[config.mk]
export PLATFORM = sky130hd
export DESIGN_NAME = ternary_seq_ctrl_flat
export DESIGN_NICKNAME = d
export VERILOG_FILES = /design/src/rtl/ternary_seq_ctrl_if.sv /design/src/rtl/ternary_seq_ctrl.sv /design/src/flat_wrapper.sv
export SDC_FILE = /design/constraint.sdc
export NUM_CORES = 1
export LEC_CHECK = 0
export ABC_AREA = 1
export CAP_MARGIN = 10
export CORE_MARGIN = 2
export CORE_UTILIZATION = 45
export CTS_BUF_LIST = sky130_fd_sc_hd__clkbuf_8
export CTS_CLUSTER_SIZE = 24
export DETAILED_ROUTE_END_ITERATION = 10
export PLACE_DENSITY = 0.69
export SYNTH_ARGS = -nofsm -noshare
export SYNTH_HDL_FRONTEND = slang
export SYNTH_SLANG_ARGS = --single-unit
[constraint.sdc]
create_clock -name clk -period 3.6 [get_ports clk]
set_input_delay 1.08 -clock clk [delete_from_list [all_inputs] [get_ports clk]]
set_output_delay 1.08 -clock clk [all_outputs]
set_load 0.01 [all_outputs]
[src/rtl/ternary_seq_ctrl_if.sv]
// Command, loader and MAC-array signals of the ternary sequencing controller.
// master = command/loader side, slave = the controller itself.
interface ternary_seq_ctrl_if;
    logic       ena;
    logic       cmd_load;
    logic       cmd_run;
    logic [6:0] cfg_param;
    logic [6:0] ld_param;
    logic       ld_ena;
    logic       ld_done;
    logic       weights_valid;
    logic       mac_en;
    logic [2:0] mac_col;
    logic       out_valid;
    logic [2:0] out_idx;
    logic       out_last;
    logic       busy;
    logic       err;

    modport master (
        output ena, cmd_load, cmd_run, cfg_param, ld_done,
        input  ld_param, ld_ena, weights_valid, mac_en, mac_col,
               out_valid, out_idx, out_last, busy, err
    );

    modport slave (
        input  ena, cmd_load, cmd_run, cfg_param, ld_done,
        output ld_param, ld_ena, weights_valid, mac_en, mac_col,
               out_valid, out_idx, out_last, busy, err
    );
endinterface

[src/rtl/ternary_seq_ctrl.sv]
// Sequencing controller: drives the weight loader for 2N beats, confirms completion,
// then steps the MAC array through N columns with a MAC_LAT-deep result strobe pipeline.
module ternary_seq_ctrl #(
    parameter int MAX_IN_LEN  = 16,
    parameter int MAX_OUT_LEN = 8,
    parameter int MAC_LAT     = 1
) (
    input logic               clk,
    input logic               rst_n,
    ternary_seq_ctrl_if.slave bus
);
    localparam int COL_W = $clog2(MAX_OUT_LEN);
    localparam int CFG_W = $clog2(MAX_IN_LEN) + COL_W;

    localparam logic [2:0] S_IDLE   = 3'd0;
    localparam logic [2:0] S_LOAD   = 3'd1;
    localparam logic [2:0] S_WAIT   = 3'd2;
    localparam logic [2:0] S_SETTLE = 3'd3;
    localparam logic [2:0] S_READY  = 3'd4;
    localparam logic [2:0] S_RUN    = 3'd5;
    localparam logic [2:0] S_DRAIN  = 3'd6;

    logic [2:0]       state;
    logic [CFG_W-1:0] cfg_q;
    logic [COL_W:0]   beat;
    logic [COL_W-1:0] col;
    logic [1:0]       wait_cnt;
    logic [1:0]       drain_cnt;
    logic             wv_q;
    logic             err_q;
    // Each stage holds {valid, last, column}
    logic [COL_W+1:0] pipe [MAC_LAT];

    logic [COL_W-1:0] last_col;
    logic             busy_st;
    logic             run_now;
    logic             last_now;
    logic [COL_W+1:0] pipe_in;
    logic             abort;
    logic             cmd_err;
    logic             timeout;

    assign last_col = cfg_q[COL_W-1:0];
    assign busy_st  = (state == S_LOAD) || (state == S_WAIT) || (state == S_SETTLE) ||
                      (state == S_RUN)  || (state == S_DRAIN);
    assign run_now  = (state == S_RUN);
    assign last_now = run_now && (col == last_col);
    assign pipe_in  = {run_now, last_now, run_now ? col : '0};

    // Dropping ena while busy aborts; commands only count while ena is high
    assign abort    = busy_st && !bus.ena;
    assign cmd_err  = bus.ena && ((busy_st && (bus.cmd_load || bus.cmd_run)) ||
                                  ((state == S_IDLE) && bus.cmd_run) ||
                                  ((state == S_READY) && bus.cmd_load && bus.cmd_run));
    assign timeout  = (state == S_WAIT) && bus.ena && !bus.ld_done && (wait_cnt == 2'd3);

    always_ff @(posedge clk or negedge rst_n) begin
        if (!rst_n) begin
            state     <= S_IDLE;
            cfg_q     <= '0;
            beat      <= '0;
            col       <= '0;
            wait_cnt  <= '0;
            drain_cnt <= '0;
            wv_q      <= 1'b0;
            err_q     <= 1'b0;
            for (int i = 0; i < MAC_LAT; i++) pipe[i] <= '0;
        end else begin
            err_q   <= abort || cmd_err || timeout;
            pipe[0] <= pipe_in;
            for (int i = 1; i < MAC_LAT; i++) pipe[i] <= pipe[i-1];

            if (abort) begin
                state <= S_IDLE;
                wv_q  <= 1'b0;
                for (int i = 0; i < MAC_LAT; i++) pipe[i] <= '0;
            end else begin
                case (state)
                    S_IDLE: begin
                        if (bus.ena && bus.cmd_load) begin
                            cfg_q <= bus.cfg_param;
                            beat  <= '0;
                            state <= S_LOAD;
                        end
                    end
                    // Two beats (MSB and LSB plane) per output column
                    S_LOAD: begin
                        if (beat == {last_col, 1'b1}) begin
                            wait_cnt <= '0;
                            state    <= S_WAIT;
                        end else begin
                            beat <= beat + 1'b1;
                        end
                    end
                    S_WAIT: begin
                        if (bus.ld_done) begin
                            state <= S_SETTLE;
                        end else if (wait_cnt == 2'd3) begin
                            state <= S_IDLE;
                        end else begin
                            wait_cnt <= wait_cnt + 1'b1;
                        end
                    end
                    S_SETTLE: begin
                        wv_q  <= 1'b1;
                        state <= S_READY;
                    end
                    S_READY: begin
                        if (bus.ena && bus.cmd_load) begin
                            cfg_q <= bus.cfg_param;
                            beat  <= '0;
                            wv_q  <= 1'b0;
                            state <= S_LOAD;
                        end else if (bus.ena && bus.cmd_run) begin
                            col   <= '0;
                            state <= S_RUN;
                        end
                    end
                    S_RUN: begin
                        if (col == last_col) begin
                            drain_cnt <= '0;
                            state     <= S_DRAIN;
                        end else begin
                            col <= col + 1'b1;
                        end
                    end
                    S_DRAIN: begin
                        if (drain_cnt == 2'(MAC_LAT - 1)) begin
                            state <= S_READY;
                        end else begin
                            drain_cnt <= drain_cnt + 1'b1;
                        end
                    end
                    default: state <= S_IDLE;
                endcase
            end
        end
    end

    assign bus.ld_param      = cfg_q;
    assign bus.ld_ena        = (state == S_LOAD);
    assign bus.weights_valid = wv_q;
    assign bus.mac_en        = run_now;
    assign bus.mac_col       = pipe_in[COL_W-1:0];
    assign bus.out_valid     = pipe[MAC_LAT-1][COL_W+1];
    assign bus.out_last      = pipe[MAC_LAT-1][COL_W];
    assign bus.out_idx       = pipe[MAC_LAT-1][COL_W-1:0];
    assign bus.busy          = busy_st;
    assign bus.err           = err_q;
endmodule

[src/flat_wrapper.sv]
// flat-port wrapper written by rule: the top's interface ports become plain ports
module ternary_seq_ctrl_flat 
#(
    parameter int MAX_IN_LEN  = 16,
    parameter int MAX_OUT_LEN = 8,
    parameter int MAC_LAT     = 1
)
  (clk, rst_n, bus_ena, bus_cmd_load, bus_cmd_run, bus_cfg_param, bus_ld_done, bus_ld_param, bus_ld_ena, bus_weights_valid, bus_mac_en, bus_mac_col, bus_out_valid, bus_out_idx, bus_out_last, bus_busy, bus_err);
  ternary_seq_ctrl_if bus_i ();
  input logic clk;
  input logic rst_n;
  input wire logic [$bits(bus_i.ena)-1:0] bus_ena;
  input wire logic [$bits(bus_i.cmd_load)-1:0] bus_cmd_load;
  input wire logic [$bits(bus_i.cmd_run)-1:0] bus_cmd_run;
  input wire logic [$bits(bus_i.cfg_param)-1:0] bus_cfg_param;
  input wire logic [$bits(bus_i.ld_done)-1:0] bus_ld_done;
  output wire logic [$bits(bus_i.ld_param)-1:0] bus_ld_param;
  output wire logic [$bits(bus_i.ld_ena)-1:0] bus_ld_ena;
  output wire logic [$bits(bus_i.weights_valid)-1:0] bus_weights_valid;
  output wire logic [$bits(bus_i.mac_en)-1:0] bus_mac_en;
  output wire logic [$bits(bus_i.mac_col)-1:0] bus_mac_col;
  output wire logic [$bits(bus_i.out_valid)-1:0] bus_out_valid;
  output wire logic [$bits(bus_i.out_idx)-1:0] bus_out_idx;
  output wire logic [$bits(bus_i.out_last)-1:0] bus_out_last;
  output wire logic [$bits(bus_i.busy)-1:0] bus_busy;
  output wire logic [$bits(bus_i.err)-1:0] bus_err;
  assign bus_i.ena = bus_ena;
  assign bus_i.cmd_load = bus_cmd_load;
  assign bus_i.cmd_run = bus_cmd_run;
  assign bus_i.cfg_param = bus_cfg_param;
  assign bus_i.ld_done = bus_ld_done;
  assign bus_ld_param = bus_i.ld_param;
  assign bus_ld_ena = bus_i.ld_ena;
  assign bus_weights_valid = bus_i.weights_valid;
  assign bus_mac_en = bus_i.mac_en;
  assign bus_mac_col = bus_i.mac_col;
  assign bus_out_valid = bus_i.out_valid;
  assign bus_out_idx = bus_i.out_idx;
  assign bus_out_last = bus_i.out_last;
  assign bus_busy = bus_i.busy;
  assign bus_err = bus_i.err;
  ternary_seq_ctrl #(.MAX_IN_LEN(MAX_IN_LEN), .MAX_OUT_LEN(MAX_OUT_LEN), .MAC_LAT(MAC_LAT)) u_core (.clk(clk), .rst_n(rst_n), .bus(bus_i));
endmodule
### Word-level counts from Yosys, hierarchy flattened

Index checks and enable logic that the tools add are counted.

* output and inout bits: 20
* flip-flop bits (word level): 28
* logic and storage cells: 107
* input bits: 13

* add/sub/neg operators: 4
* multiplexer cells: 29
* reduce and logical (&&, ||, !) cells: 38
* eq/ne operators: 26
* bitwise operators: 1

Operator list (count)
* two-way mux 3 bit: 13
* case mux 3 bit (7 select lines): 1
* inequality test 2 bit (second input constant): 8
* logical AND 1 bit: 12
* two-way mux 2 bit: 5
* AND reduction 5 bit: 2
* == test 3 bit (second input constant): 3
* logical OR 1 bit: 9
* inequality test 3 x 2 -> 1 bit (second input constant): 3
* two-way mux 4 bit: 2
* inequality test 4 x 3 -> 1 bit (second input constant): 2
* case mux 2 bit (2 select lines): 2
* case mux 4 bit (2 select lines): 1
* AND reduction 4 bit: 2
* nonzero test 2 bit: 4
* == test 3 x 2 -> 1 bit (second input constant): 2
* case mux 3 bit (2 select lines): 1
* AND reduction 6 bit: 1
* two-way mux 5 bit: 1
* adder 2 x 1 -> 2 bit (second input constant): 2
* adder 4 x 1 -> 4 bit (second input constant): 1
* == test 4 bit: 1
* inequality test 2 x 1 -> 1 bit (second input constant): 2
* adder 3 x 1 -> 3 bit (second input constant): 1
* other kinds (15): 17

### Depth between registers and ports, before layout

Gate-level depths: netlist of run 1.

* depth in word-level cells: 11
* mapped depth: 11
* depth with buffers taken out: 11

### Worst setup path after synthesis of run 1

OpenSTA, ideal clock, no wires.

* path kind: register to output
* start: reg u_core.state[1]
* end: out bus_mac_col[0]
* cell stages (with the launch flop): 6
* slack: 1534 ps
* buffers on the path: 0
* data required time: 2520 ps
* arrival: 986 ps
* path through: dfrtp_1 > inv_1 > nand2_4 > nor2_8 > inv_4 > nor2_1

* cells in the longest elaborated chain, start to end: 2

Ends and longest elaborated chain
* start: declaration: RTL line ternary_seq_ctrl.sv:23 `logic [2:0] state;`
* start signal: assignment: RTL line ternary_seq_ctrl.sv:59 `state <= S_IDLE;`
* start signal: assignment: RTL line ternary_seq_ctrl.sv:74 `state <= S_IDLE;`
* start signal: assignment: RTL line ternary_seq_ctrl.sv:83 `state <= S_LOAD;`
* == test 3 bit: RTL line ternary_seq_ctrl.sv:46 `assign run_now = (state == S_RUN);`
* net bus_mac_en: RTL line flat_wrapper.sv:20 `output wire logic [$bits(bus_i.mac_en)-1:0] bus_mac_en;`
* two-way mux 3 bit: RTL line ternary_seq_ctrl.sv:48 `assign pipe_in = {run_now, last_now, run_now ? col : '0};`
* end: declaration: RTL line flat_wrapper.sv:21 `output wire logic [$bits(bus_i.mac_col)-1:0] bus_mac_col;`

The timed path passes the listed nets, and every way through them passes these cells.

### Final worst setup path of run 1

* start: reg u_core.state[2]
* end: out bus_mac_col[1]

* cells in the longest elaborated chain, start to end: 2

Ends and longest elaborated chain (RTL line)
* == test 3 bit: ternary_seq_ctrl.sv:46
* two-way mux 3 bit: ternary_seq_ctrl.sv:48

Every way passes these cells.

==> results of run 1 <==
cell usage in the layout (no fill, tap or decap), types with 3 or more instances in the layout:
master	Yosys	layout
clkbuf_8	0	4
clkdlybuf4s50_1	0	32
dfrtp_1	28	28
ha_1	4	4
inv_1	22	22
inv_4	3	3
nand2_1	76	76
nand2_4	3	3
nand3_1	17	17
nand4_1	3	3
nor2_1	14	14
nor2_4	3	3
o21ai_0	6	6
o21ai_1	5	5
xor2_1	3	3
layout make-up:
| cell class | instances | area, um2 | share of cell area |
|---|---|---|---|
| multi-input combinational | 147 | 761 | 0.377 |
| sequential | 28 | 701 | 0.347 |
| timing repair buffer | 33 | 328 | 0.162 |
| inverter | 28 | 118 | 0.0582 |
| tap | 46 | 57.6 | 0.0285 |
| clock buffer | 4 | 55.1 | 0.0273 |
cells in the mapped netlist (all sizes together):
| cell type | n | area, um2 |
|---|---|---|
| nand4 | 3 | 18.8 |
| dfrtp | 28 | 701 |
| a221oi | 1 | 8.76 |
| nand3b | 1 | 7.51 |
| or2 | 1 | 6.26 |
| ha | 4 | 50.1 |
| xor2 | 3 | 26.3 |
| xnor2 | 1 | 8.76 |
| o21ai | 12 | 63.8 |
| o311ai | 1 | 8.76 |
| inv | 27 | 109 |
| nand2 | 79 | 319 |
| nand3 | 17 | 85.1 |
| nor2 | 21 | 139 |
| a31oi | 1 | 6.26 |
| clkinv | 1 | 8.76 |
| buf | 2 | 10.0 |
| o31ai | 1 | 7.51 |
| a21oi | 1 | 5.00 |
registers in the layout, indices dropped and copies added, names as in the netlist:
signal and flops:
u_core.beat 4, u_core.bus.err 1, u_core.bus.weights_valid 1, u_core.pipe 5, u_core.wait_cnt 2, u_core.state 3, u_core.bus.ld_param 7, u_core.drain_cnt 2
u_core.col 3
metrics by stage:
stage	utilization	hold slack [ns]
5_1_grt	0.600	0.508
3_3_place_gp	0.584	0.460
6_report	0.600	0.477
4_1_cts	0.600	0.482
2_1_floorplan	-	0.457
3_5_place_dp	0.584	0.458
cells by family (layout without fill, tap and decap cells):
family	count (synthesis)	after routing	share of synthesized area
DFF	28	28	0.441
and+or+nand+nor	122	122	0.362
AOI/OAI and AO/OA	17	17	0.0630
buffers and inverters	30	65	0.0803
xor gates and xnor gates	4	4	0.0221
adders and majority gates	4	4	0.0315
where the power goes:
group	switching, W	internal (W)	leakage, nW
clock	0.0000970	0.0000981	0.0288
combinational	0.000387	0.000301	0.585
sequential	0.000117	0.000410	0.371
worst max-delay path by stage:
stage / endpoint / slack (ns) / cells after the start
2_1_floorplan: bus_mac_col[0] / 1.53 / 5
3_3_place_gp: u_core.beat[0] / 0.86 / 8
3_5_place_dp: u_core.beat[0] / 0.81 / 8
4_1_cts: bus_mac_col[1] / 0.65 / 5
5_1_grt: bus_mac_col[1] / 0.50 / 5
6_report: bus_mac_col[1] / 0.65 / 5
per-layer routing:
metal,vias up,global-route usage
met3,7,0.0321
met5,-,0
met4,0,0.0734
met1,601,0.253
li1,714,-
met2,36,0.284
worst min-delay path, cell delays in order, from the launching register on:
cell and delay (ns):
dfrtp_1 0.35, nand2_1 0.05, nand2_1 0.04
==> key figures, run 1 <==
Route
  • Met3 WL: roughly 190 um
  • Total Wirelength: around 3300 um
  • Wirelength per Cell: 11.4 um
  • Vias per std cell: 4.75
  • Initial DRC Count: 62
  • Top Metal Used: met4
  • WL met2: 1500 um
  • Drc violations: 0
  • DR vias: 1358
  • Met1 Routed Length: 1510 um
  • Antenna Nets Post-Route: 0
  • TritonRoute pass-1 iters: 4

Critical path
  • Startpoint Class: register
  • Launching point of the worst reg2reg path: u_core.state[0]
  • Slowest stage delay, CP: 0.62 ns
  • CP max FO: 10
  • Crit Path Category: reg -> out
  • Worst r2r path cells: 8
  • Worst EP required: roughly 2.5 ns
  • R2r setup slk: 1.86 ns
  • Reg-to-Reg End: u_core.beat[0]
  • CP startpoint: u_core.state[2]
  • CP most frequent cell: inv_4
  • Crit. End Element: primary output
  • Crit path max-delay family: buffers and inverters
  • Worst EP arrival: 1.87 ns
  • Slowest-stage cell, CP: dfrtp_1
  • WP buf/inv: 3
  • Crit-path cells: inv_4 > nor2_8 > inv_4 > nor2_1 > clkdlybuf4s50_1

Timing
  • Fin Setup TNS: 0 ns
  • Final setup fails: 0
  • Max transition margin: 0.686
  • Crit path time final: 2.95 ns
  • Final setup margin: 0.651 ns
  • Fin. Hold Viols: 0
  • Crit share post-route: 0.819
  • Final Max Tran Viols: 0
  • F_max: 339 MHz
  • Max Clock Skew: 0.00169 ns
  • Least-Margin Pin Slew: 0.471 ns
  • Unrepaired setup endpoints after global routing: false

Yosys
  • Mapped Cells: 205
  • Syn Nets: approximately 220
  • Synth Warn #: 0
  • Yosys reg bits: 28
  • Sequential share of the synthesized area: 0.441
  • Synthesized area per cell: approximately 7.8 um2
  • Synth Cell Area: 1590 um2
  • Netlist cell types: 27

Clock network
  • Clock Tree Buf Depth: 2
  • Clock-pin slew on the worst setup and hold paths: about 0.09 ns
  • CTS resizes: 0
  • # H-tree levels: 1
  • CTS root buf: clkbuf_8
  • CTS sink count: 28
  • CTS tree: done
  • Clk_lat worst skew: ~0.28 ns
  • Post-CTS Setup Inserts: 0
  • TritonCTS buffer count: 3
  • Hold Buf Count CTS: 0

Global route
  • Vias in the first global route: 1277
  • GRT Overall Usage: 0.183
  • Largest net degree at the start of global routing: 29
  • Initial antenna violation count: 0
  • Global route overflow: 0
  • First-pass GRT wire length: 5820 um

Status
  • Status: finished, final reports clean

Floorplanning
  • Row Count: 21
  • I/O pin count: 33
  • Die width: roughly 63 um
  • Core box area: ~3400 um2
  • Die outline height: 63.4 um
  • Die area: 4020 um2
  • Initial Utilization: 0.472

Worst hold path
  • Hold Crit Start: u_core.bus.ld_param[3]
  • Hold depth: 2
  • Hold endpoint: u_core.bus.ld_param[3]
  • Worst Hold Class: reg -> reg

Placed design
  • Area after DPL: 1960 um2
  • DP HPWL: 2550 um
  • Routability congestion estimate: 0.884
  • Dpl cells: 282
  • Worst slack, placed: 0.811 ns
  • I/O Buffers: 32

Power
  • Pwr/cell area: 698 nW/um2
  • Power after layout: 0.00141 W
  • VDD IR max: 0.336 mV
  • Leak pwr: slightly below 1 nW

Cells and area
  • Post-route cell area: 2020 um2
  • Non-Filler Instances: 286
  • Final nets: 258
  • FILL cells: roughly 340
  • Synth-to-Final Area Change: 27.1%
  • Diode count: 0
  • Layout cell share with drive strength beyond 1: 0.0958

Flow run
  • MaxCap Viol Count: 0
(Power assumes the default switching activity.)
==> run 2: changes to the inputs <==
==> constraint.sdc (replaced) <==
create_clock -name clk -period 2.8 [get_ports clk]
set_input_delay 0.84 -clock clk [delete_from_list [all_inputs] [get_ports clk]]
set_output_delay 0.84 -clock clk [all_outputs]
set_load 0.01 [all_outputs]
==> run 2 against run 1 <==
- final area grew 1.2%
- first-iteration DRC count rose by 19%
- total power grew 34%
- sequential share of layout area fell by 0.36 points
- critical path type unchanged
- highest routed layer unchanged
- sequential cell count is the same
- setup slack worse by 0.50 ns
==> key figures, run 2 (synthesis gave the netlist of run 1 again) <==
Global route
  • Vias in the first global route: 1253 (was 1277)
  • Global route overflow: 0 (unchanged)
  • Largest net degree at the start of global routing: 29 (unchanged)
  • Initial antenna violation count: 0 (unchanged)
  • First-pass GRT wire length: 5710 um (was 5820 um)
  • GRT Overall Usage: 0.179 (was 0.183)

Route
  • DR vias: 1356 (was 1358)
  • TritonRoute pass-1 iters: 4 (unchanged)
  • Vias per std cell: 4.72 (was 4.75)
  • Total Wirelength: 3330 um (was 3270 um)
  • Wirelength per Cell: 11.6 um (was 11.4 um)
  • Antenna Nets Post-Route: 0 (unchanged)
  • Drc violations: 0 (unchanged)
  • Initial DRC Count: 74 (was 62)

Floorplanning
  • Core box area: 3360 um2 (unchanged)
  • Die width: 63.4 um (unchanged)
  • Die area: 4020 um2 (unchanged)
  • I/O pin count: 33 (unchanged)
  • Initial Utilization: 0.472 (unchanged)
  • Die outline height: 63.4 um (unchanged)
  • Row Count: 21 (unchanged)

Placed design
  • DP HPWL: 2620 um (was 2550 um)
  • Routability congestion estimate: 0.893 (was 0.884)
  • I/O Buffers: 32 (unchanged)
  • Dpl cells: 283 (was 282)

Clock network
  • Clock-pin slew on the worst setup and hold paths: 0.10 ns (was 0.09 ns)
  • CTS resizes: 0 (unchanged)
  • Hold Buf Count CTS: 0 (unchanged)
  • Clock Tree Buf Depth: 2 (unchanged)
  • Clk_lat worst skew: 0.27 ns (was 0.28 ns)
  • CTS tree: done (unchanged)
  • CTS root buf: clkbuf_8 (unchanged)
  • # H-tree levels: 1 (unchanged)
  • TritonCTS buffer count: 3 (unchanged)
  • CTS sink count: 28 (unchanged)
  • Post-CTS Setup Inserts: 0 (unchanged)

Power
  • Leak pwr: 0.995 nW (was 0.984 nW)
  • VDD IR max: 0.616 mV (was 0.336 mV)
  • Pwr/cell area: 924 nW/um2 (was 698 nW/um2)

Cells and area
  • Synth-to-Final Area Change: 28.7% (was 27.1%)
  • Commonest non-fill, non-tap cell in the layout: nand2_1 (unchanged)
  • Layout cell share with drive strength beyond 1: 0.104 (was 0.0958)
  • Non-Filler Instances: 287 (was 286)
  • Diode count: 0 (unchanged)
  • Max reg flops: 7 (unchanged)
  • Final nets: 259 (was 258)
  • Commonest non-fill, non-tap cells in the layout: 76 x nand2_1, 32 x clkdlybuf4s50_1, 27 x dfrtp_1 (was 76 x nand2_1, 32 x clkdlybuf4s50_1, 28 x dfrtp_1)
  • Post-layout util: 0.608 (was 0.600)

Critical path
  • WP buf/inv: 2 (was 3)
  • Launching point of the worst reg2reg path: u_core.state[0] (unchanged)
  • Crit path depth: 5 (unchanged)
  • Worst EP required: 1.96 ns (was 2.52 ns)
  • Crit path max-delay family: buffers and inverters (unchanged)
  • Reg-to-Reg End: u_core.beat[0] (unchanged)
  • Crit-path cells: nand2_4 > nor2_8 > inv_4 > nor2_1 > clkdlybuf4s50_1 (was inv_4 > nor2_8 > inv_4 > nor2_1 > clkdlybuf4s50_1)
  • Startpoint Class: register (unchanged)
  • CP max FO: 7 (was 10)
  • Worst r2r path cells: 10 (was 8)
  • Worst EP arrival: 1.81 ns (was 1.87 ns)
  • R2r setup slk: 1.20 ns (was 1.86 ns)
  • Slowest stage delay, CP: 0.56 ns (was 0.62 ns)
  • Crit. End Element: primary output (unchanged)
  • Slowest-stage cell, CP: dfrtp_1 (unchanged)
  • Setup crit end: bus_mac_col[1] (unchanged)
  • CP startpoint: u_core.state[0] (was u_core.state[2])
  • Crit Path Category: reg -> out (unchanged)

Flow run
  • MaxCap Viol Count: 0 (unchanged)

Timing
  • Fin. Hold Viols: 0 (unchanged)
  • Least-Margin Pin Slew: 0.346 ns (was 0.471 ns)
  • F_max: around 380 MHz
  • Crit share post-route: 0.947
  • Worst hold slack: 0.477 ns (about the same)
  • Crit path time final: 2.65 ns
  • Final setup fails: 0 (unchanged)
  • Max transition margin: 0.769 (was 0.686)
  • Unrepaired setup endpoints after global routing: false (unchanged)
  • Max Clock Skew: 0.00610 ns (was 0.00169 ns)
  • Fin Setup TNS: 0 ns (unchanged)
  • Final Max Tran Viols: 0 (unchanged)

Status
  • Status: finished, final reports clean (unchanged)

Worst hold path
  • Worst Hold Class: reg -> reg (unchanged)
==> run 2: worst min path at each step <==
stage | start | endpoint | slack [ns] | cells after the start
after floorplan | u_core.wait_cnt[1] | u_core.wait_cnt[1] | 0.46 | 2
after global placement | u_core.bus.ld_param[3] | u_core.bus.ld_param[3] | 0.46 | 2
after detailed placement | u_core.bus.ld_param[5] | u_core.bus.ld_param[5] | 0.46 | 2
after CTS | u_core.bus.ld_param[5] | u_core.bus.ld_param[5] | 0.48 | 2
after global routing | u_core.bus.ld_param[5] | u_core.bus.ld_param[5] | 0.50 | 2
final | u_core.bus.ld_param[5] | u_core.bus.ld_param[5] | 0.48 | 2
==> run 2: worst reg2reg max path: stages (launching register included) <==
cell      delay, ns
dfrtp_1        0.51
nor2_4         0.27
clkinv_4       0.12
nand2_4        0.09
nor2_4         0.05
inv_4          0.12
o21ai_2        0.07
inv_2          0.07
nand2_4        0.06
nand2_1        0.06
o21ai_1        0.07
==> run 2: layout make-up <==
type | count | area [um2]
repair buffers | 34 | 335
clock inverters | 1 | 30.0
fillers | 330 | 1320
flip-flops and latches | 28 | 702
well taps | 46 | 57.6
inverters | 28 | 118
multi-input cells | 147 | 761
clock buffers | 3 | 41.3
==> run 2: power by group <==
group          switching [W]  internal, W
clock network       0.000125     0.000191
logic               0.000500     0.000390
registers           0.000155     0.000529
==> run 2: per-stage QoR <==
step | cell area [um2] | power, W | setup slack, ns
2_1_floorplan | 1590 | 0.00125 | 0.974
3_3_place_gp | 1970 | 0.00158 | 0.417
3_5_place_dp | 1970 | 0.00159 | 0.408
4_1_cts | 2040 | 0.00191 | 0.0931
5_1_grt | 2040 | 0.00205 | 0.0314
6_report | 2040 | 0.00189 | 0.147
==> run 2: metal layers <==
layer  share of wire  GRT usage
met3           0.059     0.0268
met1            0.47      0.249
met4          0.0093     0.0734
met5               0          0
met2            0.46      0.279
==> run 3: changes to the inputs <==
--- a/config.mk
+++ b/config.mk
@@ -8,11 +8,11 @@
 export ABC_AREA = 1
 export CAP_MARGIN = 10
 export CORE_MARGIN = 2
-export CORE_UTILIZATION = 45
+export CORE_UTILIZATION = 40
 export CTS_BUF_LIST = sky130_fd_sc_hd__clkbuf_8
 export CTS_CLUSTER_SIZE = 24
 export DETAILED_ROUTE_END_ITERATION = 10
-export PLACE_DENSITY = 0.69
+export PLACE_DENSITY = 0.62
 export SYNTH_ARGS = -nofsm -noshare
 export SYNTH_HDL_FRONTEND = slang
 export SYNTH_SLANG_ARGS = --single-unit
==> run 3 against run 2 <==
- register-to-register slack improved by 0.02 ns
- critical path depth increased by 1
- wire length increased by 1.2%
- sequential cell count unchanged
- non-clock buffer count is the same
- global-route usage decreased by 0.28 points
- sequential power about the same
- total power decreased by 5.1%
- highest routed layer unchanged
==> key figures, run 3 (synthesis gave the netlist of run 1 again) <==
Route
  • Total Wirelength: 3370 um (was 3330 um)
  • Drc violations: 0 (unchanged)
  • Wirelength per Cell: 11.7 um (was 11.6 um)
  • DR vias: 1381 (was 1356)
  • TritonRoute pass-1 iters: 4 (unchanged)
  • Vias per std cell: 4.80 (was 4.72)
  • Initial DRC Count: 39 (was 74)
  • Antenna Nets Post-Route: 0 (unchanged)

Placed design
  • I/O Buffers: 32 (unchanged)
  • DP HPWL: 2560 um (was 2620 um)
  • Routability congestion estimate: 0.898 (was 0.893)
  • Worst slack, placed: 0.383 ns (was 0.408 ns)

Worst hold path
  • Hold Crit Start: u_core.bus.ld_param[3] (was u_core.bus.ld_param[5])
  • Hold depth: 2 (unchanged)
  • Hold endpoint: u_core.bus.ld_param[3] (was u_core.bus.ld_param[5])
  • Worst Hold Class: reg -> reg (unchanged)

Floorplanning
  • I/O pin count: 33 (unchanged)
  • Core box area: 3740 um2 (was 3360 um2)
  • Die width: 67.0 um (was 63.4 um)
  • Die outline height: 67.0 um (was 63.4 um)
  • Row Count: 22 (was 21)
  • Die area: 4490 um2 (was 4020 um2)
  • Initial Utilization: 0.424 (was 0.472)

Power
  • VDD IR max: 0.361 mV (was 0.616 mV)
  • Leak pwr: 0.979 nW (was 0.995 nW)
  • Pwr/cell area: 888 nW/um2 (was 924 nW/um2)
  • Power after layout: 0.00179 W (was 0.00189 W)

Critical path
  • Crit Path Category: reg -> out (unchanged)
  • Worst EP arrival: 1.82 ns (was 1.81 ns)
  • Startpoint Class: register (unchanged)
  • R2r setup slk: 1.22 ns (was 1.20 ns)
  • Reg-to-Reg End: u_core.beat[0] (unchanged)
  • Crit. End Element: primary output (unchanged)
  • Worst r2r path cells: 10 (unchanged)
  • Launching point of the worst reg2reg path: u_core.state[0] (unchanged)
  • CP max FO: 6 (was 7)
  • Worst EP required: 1.96 ns (about the same)

Global route
  • Initial antenna violation count: 0 (unchanged)
  • Vias in the first global route: 1359 (was 1253)
  • First-pass GRT wire length: 6000 um (was 5710 um)
  • GRT Overall Usage: 0.176 (was 0.179)
  • Global route overflow: 0 (unchanged)
  • Largest net degree at the start of global routing: 29 (unchanged)

Timing
  • Crit path time final: 2.66 ns (was 2.65 ns)
  • F_max: 376 MHz (was 377 MHz)
  • Final setup margin: 0.141 ns (was 0.147 ns)
  • Crit share post-route: 0.950 (was 0.947)
  • Unrepaired setup endpoints after global routing: false (unchanged)
  • Max transition margin: 0.763 (was 0.769)
  • Max Clock Skew: 0.00427 ns (was 0.00610 ns)
  • Final Max Tran Viols: 0 (unchanged)
  • Fin Setup TNS: 0 ns (unchanged)
  • Least-Margin Pin Slew: 0.356 ns (was 0.346 ns)
  • Final setup fails: 0 (unchanged)
  • Fin. Hold Viols: 0 (unchanged)

Clock network
  • Hold Buf Count CTS: 0 (unchanged)
  • CTS tree: done (unchanged)
  • Post-CTS Setup Inserts: 0 (unchanged)
  • CTS root buf: clkbuf_8 (unchanged)
  • # H-tree levels: 1 (unchanged)
  • TritonCTS buffer count: 3 (unchanged)
  • Clock-pin slew on the worst setup and hold paths: 0.09 ns (was 0.10 ns)
  • CTS sink count: 28 (unchanged)
  • CTS resizes: 0 (unchanged)
  • Clk_lat worst skew: 0.27 ns (about the same)
  • Clock Tree Buf Depth: 2 (unchanged)

Status
  • Status: finished, final reports clean (unchanged)

Cells and area
  • Layout cell share with drive strength beyond 1: 0.104 (about the same)
  • FILL cells: 389 (was 330)
  • Final nets: 259 (unchanged)
  • Commonest non-fill, non-tap cell in the layout: nand2_1 (unchanged)
  • Max reg flops: 7 (unchanged)
  • Synth-to-Final Area Change: 27.0% (was 28.7%)
  • Commonest non-fill, non-tap cells in the layout: 76 x nand2_1, 32 x clkdlybuf4s50_1, 26 x dfrtp_1 (was 76 x nand2_1, 32 x clkdlybuf4s50_1, 27 x dfrtp_1)
  • Diode count: 0 (unchanged)

Flow run
  • MaxCap Viol Count: 0 (unchanged)
-- run 3: cell types whose count changed in the layout (fill, tap and decap cells not counted), sizes merged --
cell    previous run  this run
bufinv             1         0
-- run 3: how the worst max path moves through the flow --
stage                          startpoint              to  slack (ns)  depth (start not counted)
after floorplan           u_core.state[1]  bus_mac_col[0]        0.97                          5
after detailed placement  u_core.state[2]  bus_mac_col[2]        0.38                          5
final                     u_core.state[1]  bus_mac_col[2]        0.14                          6
after CTS                 u_core.state[2]  bus_mac_col[2]        0.07                          5
after global placement    u_core.state[2]  bus_mac_col[2]        0.38                          5
after global routing      u_core.state[1]  bus_mac_col[2]        0.02                          6
-- run 3: per-stage QoR --
stage	std cells	hold slack, ns	cell area (um2)	util
2_1_floorplan	205	0.457	1590	-
3_3_place_gp	285	0.463	1970	0.527
3_5_place_dp	285	0.464	1970	0.527
4_1_cts	288	0.486	2020	0.538
5_1_grt	288	0.530	2020	0.539
6_report	288	0.481	2020	0.539
-- run 3: area by class of cell --
class / count / area (um2) / area share
clock buffers: 3 / 41.3 / 0.0205
inverters: 28 / 118 / 0.0583
flip-flops and latches: 28 / 703 / 0.348
repair buffers: 34 / 335 / 0.166
well taps: 48 / 60.1 / 0.0298
multi-input cells: 147 / 761 / 0.377
-- run 3: critical path, stage by stage, from the launching register on --
cell and delay, ns:
dfrtp_1 0.48, inv_1 0.13, nand2_4 0.10, nor2_8 0.13
inv_4 0.07, nor2_1 0.10, clkdlybuf4s50_1 0.54
-- run 3: layer usage --
layer / vias to the layer above / GRT usage / part of all wire
li1: 714 / - / -
met1: 621 / 0.228 / 0.46
met2: 39 / 0.298 / 0.47
met3: 7 / 0.0236 / 0.049
met4: 0 / 0.0638 / 0.017
met5: - / 0 / 0
-- run 3: power by group --
| group | internal (W) | leakage (nW) | switching [W] |
|---|---|---|---|
| clock | 0.0000967 | 0.0216 | 0.000120 |
| sequential | 0.000531 | 0.368 | 0.000153 |
| combinational | 0.000390 | 0.590 | 0.000502 |
==> RTL change: new RTL, config.mk and constraints of run 3 <==
`MAC_LAT` is set to 1 in 2 places; all go to 2.
--- a/src/rtl/ternary_seq_ctrl.sv
+++ b/src/rtl/ternary_seq_ctrl.sv
@@ -4,5 +4,5 @@
     parameter int MAX_IN_LEN  = 16,
     parameter int MAX_OUT_LEN = 8,
-    parameter int MAC_LAT     = 1
+    parameter int MAC_LAT     = 2
 ) (
     input logic               clk,
--- a/src/flat_wrapper.sv
+++ b/src/flat_wrapper.sv
@@ -4,5 +4,5 @@
     parameter int MAX_IN_LEN  = 16,
     parameter int MAX_OUT_LEN = 8,
-    parameter int MAC_LAT     = 1
+    parameter int MAC_LAT     = 2
 )
   (clk, rst_n, bus_ena, bus_cmd_load, bus_cmd_run, bus_cfg_param, bus_ld_done, bus_ld_param, bus_ld_ena, bus_weights_valid, bus_mac_en, bus_mac_col, bus_out_valid, bus_out_idx, bus_out_last, bus_busy, bus_err);
Formal check against the unedited RTL: not equivalent (Yosys sat finds a counterexample within 10 cycles, from zero or initial values and one cycle with rst_n low).
==> RTL change against run 3 <==
  * Hold slack got worse by 50 ps
  * Final area increased by 7.6%
  * Sequential cell count grew 5
  * Die area is 7.8% higher
  * Register-to-register slack better by 20 ps
  * Synthesized area increased by 8.3%
  * Via count decreased by 1.6%
  * Combinational power fell by 0.8%
  * Cell count grew 4.2%
  * Utilization down 0.38 points
  * Worst setup slack better by 25 ps
  * Routed wire length fell by 2.0%
  * Power grew 14%
==> RTL change: results (changes against run 3) <==
- The flow ran to the end, and the final reports show no timing, DRC or antenna violations.
- The vias after detailed routing is 1359 (-1.6%).
- The final RePlAce weighted congestion came to 0.8882 (-1.1%).
- The met2 track demand over resource is 22.54% (-7.3 points).
- The detailed-routing wirelength on met1 is 1590 um (+2.7%).
- The count of clock-net buffers in the final layout is 7 (+4).
- The worst hold slack across all endpoints was 430.3 ps (-50.22 ps).
- The sequential area share after synthesis is 47.97% (+3.9 points).
- The clock group power is 396 uW (+82%).
- Ranked by total cell area, the synthesized netlist is headed by sky130_fd_sc_hd__dfrtp_1 (48%), sky130_fd_sc_hd__nand2_1 (14%), sky130_fd_sc_hd__inv_1 (5.9%), sky130_fd_sc_hd__nor2_1 (5.0%), sky130_fd_sc_hd__ha_1 (2.9%).
- The pin count of the biggest net entering global routing is 34 (+17%).
- The end of the worst register-to-register path is u_core.drain_cnt[0].
- The register area is 827.0 um^2 (+18%).
- The worst hold path startpoint is u_core.pipe[5].
- The H-tree depth reported by CTS came to 2 (+1).
- The met1 demand-to-capacity share in global routing came to 18.82% (-4.0 points).
- The number of fill cells is 402 (+3.3%).
- The leakage power is 0.001078 uW (+10%).
- The number of nets produced by synthesis came to 231 (+4.1%).
- The total CTS buffers is 5 (+2).
- The cell area after placement is 2069 um^2 (+4.8%).
- The power per unit of standard cell area came to 937.1 nW/um^2 (+5.5%).
- The net count of the finished layout was 266 (+2.7%).
- The xor/xnor share of the synthesized area is 3.052% (+0.85 points).
- The half-perimeter wire length of the detailed placement result is 2486 um (-2.8%).
- The global-route usage over all layers came to 14.99% (-2.6 points).
- The combinational-cell power consumption is 885 uW (-0.8%).
- The area fraction in compound gates after synthesis was 7.558% (+1.3 points).
- Counting instances in the post-synthesis netlist gives the leading cell types as sky130_fd_sc_hd__nand2_1 (66), sky130_fd_sc_hd__dfrtp_1 (33), sky130_fd_sc_hd__inv_1 (27).
- The adder-cell share of the synthesized area is 2.907% (-0.24 points).
- The post-placement cell count is 292 (+2.5%).
- The top fanout value on the critical path is 8 (+2).
- The wire length per cell is 11.00 um (-5.9%).
- The pre-CTS setup slack is 361.3 ps (-22.07 ps).
[RTL change: cell count changes in the layout (fill, tap and decap cells not counted), moves of 5 or more]
cell and delta:
sky130_fd_sc_hd__dfrtp_1 +6, sky130_fd_sc_hd__inv_1 +5, sky130_fd_sc_hd__nand2_1 -10, sky130_fd_sc_hd__nand3_1 -8, sky130_fd_sc_hd__nor2_1 +9
[RTL change: worst min-delay path, stage by stage, from the launching register on]
cell                      delay [ps]
sky130_fd_sc_hd__dfrtp_1         320
sky130_fd_sc_hd__nand2_1          50
sky130_fd_sc_hd__inv_1            40
[RTL change: how the worst max path moves through the flow]
stage                          from                  end  slack [ps]
detailed placement          bus_ena  u_core.drain_cnt[0]         360
CTS                 u_core.state[0]       bus_mac_col[2]         100
global placement            bus_ena      u_core.state[0]         370
floorplan           u_core.state[1]       bus_mac_col[0]        1020
finish              u_core.state[2]       bus_mac_col[2]         170
global route        u_core.state[2]       bus_mac_col[2]          50
